## config.mk

```make
export PLATFORM = sky130hd
export DESIGN_NAME = mdu_stall_sequencer
export DESIGN_NICKNAME = d
export VERILOG_FILES = /design/src/rtl/mdu_stall_sequencer.sv
export SDC_FILE = /design/constraint.sdc
export NUM_CORES = 1
export LEC_CHECK = 0
export ABC_AREA = 1
export BUFFER_PORTS_ARGS = -buffer_cell sky130_fd_sc_hd__buf_2
export CELL_PAD_IN_SITES_DETAIL_PLACEMENT = 1
export CELL_PAD_IN_SITES_GLOBAL_PLACEMENT = 1
export CORE_ASPECT_RATIO = 0.6
export CORE_MARGIN = 2
export CORE_UTILIZATION = 31
export DETAILED_ROUTE_END_ITERATION = 8
export PLACE_DENSITY_LB_ADDON = 0.1
export SETUP_SLACK_MARGIN = 0.15
export SYNTH_ARGS = -nofsm -noshare
export SYNTH_HDL_FRONTEND = slang
export SYNTH_SLANG_ARGS = --single-unit
```

## constraint.sdc

```tcl
create_clock -name clk -period 3.5 [get_ports clk]
set_input_delay 0.175 -clock clk [delete_from_list [all_inputs] [get_ports clk]]
set_output_delay 0.175 -clock clk [all_outputs]
set_load 0.02 [all_outputs]
```

## src/rtl/mdu_stall_sequencer.sv

```systemverilog
// Stall/bubble sequencer for multi-cycle M-extension ops held in execute.
// Optional stall-cycle counter is built only when MDU_STALL_COUNT_EN is defined.
module mdu_stall_sequencer #(
  parameter int MUL_LATENCY = 3,
  parameter int CNT_W       = 32
) (
  input  logic             clk,
  input  logic             rst,
  input  logic             start,
  input  logic             mdu_req_e,
  input  logic             is_div_e,
  input  logic             flush_e,
  input  logic             div_done,
  output logic             div_start,
  output logic             div_abort,
  output logic             stall_f,
  output logic             stall_d,
  output logic             stall_e,
  output logic             bubble_m,
  output logic             result_valid,
  output logic             busy,
  output logic [CNT_W-1:0] stall_cycles
);

  typedef enum logic [1:0] {
    IDLE     = 2'd0,
    MUL_WAIT = 2'd1,
    DIV_WAIT = 2'd2
  } state_t;

  // The accept cycle is the first stall cycle, so the wait state covers the rest.
  localparam logic [3:0] MUL_LOAD = 4'(MUL_LATENCY - 2);

  state_t     state, state_nxt;
  logic [3:0] cnt, cnt_nxt;
  logic       stall;

  always_ff @(posedge clk) begin
    if (rst) begin
      state <= IDLE;
      cnt   <= '0;
    end else begin
      state <= state_nxt;
      cnt   <= cnt_nxt;
    end
  end

  always_comb begin
    state_nxt    = state;
    cnt_nxt      = cnt;
    stall        = 1'b0;
    div_start    = 1'b0;
    div_abort    = 1'b0;
    result_valid = 1'b0;
    busy         = 1'b0;
    if (!start) begin
      state_nxt = IDLE;
      cnt_nxt   = '0;
    end else begin
      busy = (state != IDLE);
      case (state)
        IDLE: begin
          if (mdu_req_e) begin
            if (flush_e) begin
              div_abort = is_div_e;
            end else begin
              stall = 1'b1;
              if (is_div_e) begin
                div_start = 1'b1;
                state_nxt = DIV_WAIT;
              end else begin
                cnt_nxt   = MUL_LOAD;
                state_nxt = MUL_WAIT;
              end
            end
          end
        end
        MUL_WAIT: begin
          if (flush_e) begin
            cnt_nxt   = '0;
            state_nxt = IDLE;
          end else if (cnt != 4'd0) begin
            stall   = 1'b1;
            cnt_nxt = cnt - 4'd1;
          end else begin
            result_valid = 1'b1;
            state_nxt    = IDLE;
          end
        end
        DIV_WAIT: begin
          // flush has priority over a coincident div_done
          if (flush_e) begin
            div_abort = 1'b1;
            state_nxt = IDLE;
          end else if (div_done) begin
            result_valid = 1'b1;
            state_nxt    = IDLE;
          end else begin
            stall = 1'b1;
          end
        end
        default: begin
          cnt_nxt   = '0;
          state_nxt = IDLE;
        end
      endcase
    end
  end

  assign stall_f  = stall;
  assign stall_d  = stall;
  assign stall_e  = stall;
  assign bubble_m = stall;

`ifdef MDU_STALL_COUNT_EN
  always_ff @(posedge clk) begin
    if (rst) begin
      stall_cycles <= '0;
    end else if (stall_e && (stall_cycles != {CNT_W{1'b1}})) begin
      stall_cycles <= stall_cycles + CNT_W'(1);
    end
  end
`else
  assign stall_cycles = '0;
`endif

endmodule

```

==> key figures <==
Routing
  – Final ANT Viol Nets: 0
  – Via Count: 663
  – DRC viols: 0
  – Drt wl/cell: 10.1 µm
  – 1st-iter DRT viols: 29
  – Vias/cell: 3.95
  – DR pass1 iterations: 6
  – DRT Wirelength: 1700 µm

STA
  – Setup TNS: 0 ns
  – Setup slack after layout: 1.65 ns
  – Period minus WS final: 1.85 ns
  – Fmax: 0.540 GHz
  – Worst Clk Skew: 0.00182 ns
  – RSZ-0062 raised after global routing: no
  – Fin Hold WS: 0.288 ns
  – Tcrit/Tclk final: 0.529
  – Final setup vio count: 0
  – Final Max Tran Viols: 0
  – Final Hold Fails: 0

Worst setup path
  – R2r setup slk: 1.92 ns
  – CP Max Fanout: 6
  – Reg2reg end: cnt[3]
  – Setup crit end: div_abort
  – Setup CP Type: flop to primary output
  – Reg2reg path depth: 8
  – R2R Path Start: state[0]
  – Crit path from: state[1]
  – Worst Setup End Kind: primary output
  – Worst EP required: 3.32 ns
  – Startpoint types: flop
  – Crit path DAT: 1.68 ns

Floorplan
  – Die Y: 44.1 µm
  – Die area: 3120 µm²
  – Chip Width: 70.8 µm
  – IO Pins: 47
  – Initial core utilization: 0.329
  – Core box area: 2520 µm²
  – FP Rows: 14

Yosys
  – Synth Instances: 123
  – Async set or reset register ratio after synthesis: 0
  – Seq/Total Area, Yosys: 0.145
  – Most common cell in the netlist: buf_4
  – Number of synthesized flops with an enable pin: 0
  – Synth top area share: 0.317
  – Post-synth top area cell: buf_4
  – Ys flop type: dfxtp_1
  – Mapped Area: 830 µm²
  – Synth area leaders: buf_4 (32%), dfxtp_1 (14%), ha_1 (9.0%), nand2_1 (9.0%), inv_1 (6.8%)
  – Register bit total from synthesis: 6
  – Synthesized area per cell: 6.74 µm²
  – Total number of yosys warnings: 0
  – Top post-synthesis cells by count: buf_4 (35), nand2_1 (20), inv_1 (15), nor2_1 (11)
  – Yosys cell types: 19

Power and ir drop
  – VDD IR-drop max: 0.000129 V
  – Switching share of power: 0.380
  – Clk pwr share: 0.399
  – Cell-internal power: 0.163 mW
  – Sequential group share of total power: 0.278
  – Final Power: 0.263 mW
  – Power Density: 315 nW/µm²
  – Logic pwr share: 0.323
  – Sw Pwr: 0.0997 mW
  – Lkg Pwr: 0.451 nW

Clock network
  – CTS resizes: 0
  – Max H-tree Level: 1
  – CTS tree: yes
  – Total CTS buffers: 3
  – Max clock buf depth: 2
  – Hold-fix buffers, CTS: 0
  – CTS Sinks: 6
  – Skew-Pair Late Insertion Delay: 0.22 ns
  – Reg clk slew, reported paths: 0.04 ns
  – Clock Root Buffer: clkbuf_8
  – Post-CTS setup buffers: 0

Worst hold path
  – Hold Path Class: primary input to flop
  – Hold Path Depth: 4

Run
  – Maxcap violations: 0

Final layout
  – Nets@finish: 151
  – Fillcell total: 346
  – Final core occ: 0.331
  – Multi-input gate area: 503 µm²
  – Share of layout cells above drive strength 1: 0.228
  – Area Overhead vs Synth: 0.603%
  – N_diodes: 0
  – Seq. cell area: 120 µm²

Global route
  – Pin count of the biggest net entering global routing: 9
  – Global route total overflow: 0
  – Initial antenna violation count: 0
  – Number of global-route vias before repair: 548
  – Global-route wire length before repair: 2630 µm
  – Global Route Usage Sum: 0.110

Placed design
  – Port bufs: 14
  – Gpl congestion: 0.812
  – HPWL after DPL: 1470 µm
  – Pre-CTS WS: 1.89 ns

Run status
  – Status: complete, no violations
## how the worst min path moves through the flow
stage	from	end	slack [ns]
after floorplan	rst	state[1]	0.37
after global placement	state[0]	state[0]	0.51
after detailed placement	cnt[1]	cnt[1]	0.51
after CTS	rst	cnt[0]	0.31
after global routing	is_div_e	state[0]	0.34
final	rst	cnt[0]	0.29
## per-layer routing
metal	track usage	wire [µm]	vias to the layer above
met5	0	0	-
met4	0.0226	14	0
met3	0.0296	165	2
met2	0.151	619	36
met1	0.171	902	285
li1	-	-	340
## logic make-up after synthesis
group,Yosys count,share of synthesized area
buffers and inverters,51,0.389
and+or+nand+nor,51,0.302
AOI/OAI and AO/OA,8,0.0694
DFF,6,0.145
adders and majority gates,6,0.0905
other,1,0.00452
## worst max-delay path: stages (launching register included)
cell	delay, ns
dfxtp_1	0.32
inv_1	0.11
ha_1	0.35
nand2_2	0.12
inv_1	0.12
nand2_1	0.06
a211oi_1	0.17
buf_2	0.19
## sequential cells by signal (all words and copies together) (netlist names)
register and cells:
cnt 4, state 2
## cell type report
cell class	instances	share of cell area
multi-input combinational	97	0.603
tap	32	0.0480
sequential	6	0.144
timing repair buffer	14	0.0840
inverter	16	0.0720
clock buffer	3	0.0495
## placed cells by master (no fill, tap or decap)
cell type,n
a211oi_1,1
a21oi_1,4
a21oi_2,1
a21oi_4,1
buf_2,14
clkbuf_8,3
conb_1,32
dfxtp_1,6
ha_1,6
inv_1,15
inv_2,1
nand2_1,20
nand2_2,4
nand3_1,6
nand3_2,4
nor2_1,11
nor2_2,2
nor2_4,1
nor3_1,3
o21ai_0,1
## per-stage QoR
| step | std cells | instance area [µm²] |
|---|---|---|
| global route | 168 | 835 |
| detailed placement | 165 | 793 |
| floorplan | 154 | 946 |
| finish | 168 | 835 |
| CTS | 168 | 835 |
| global placement | 165 | 793 |
## power groups by stage
| stage | logic (mW) | clock network (mW) | registers, mW |
|---|---|---|---|
| 5_1_grt | 0.0928 | 0.112 | 0.0732 |
| 6_report | 0.0848 | 0.105 | 0.0731 |
| 2_1_floorplan | 0.0974 | 0 | 0.0735 |
| 3_3_place_gp | 0.0839 | 0 | 0.0740 |
| 3_5_place_dp | 0.0834 | 0 | 0.0741 |
| 4_1_cts | 0.0837 | 0.108 | 0.0730 |
No activity file was read; power rests on OpenSTA's default activity.
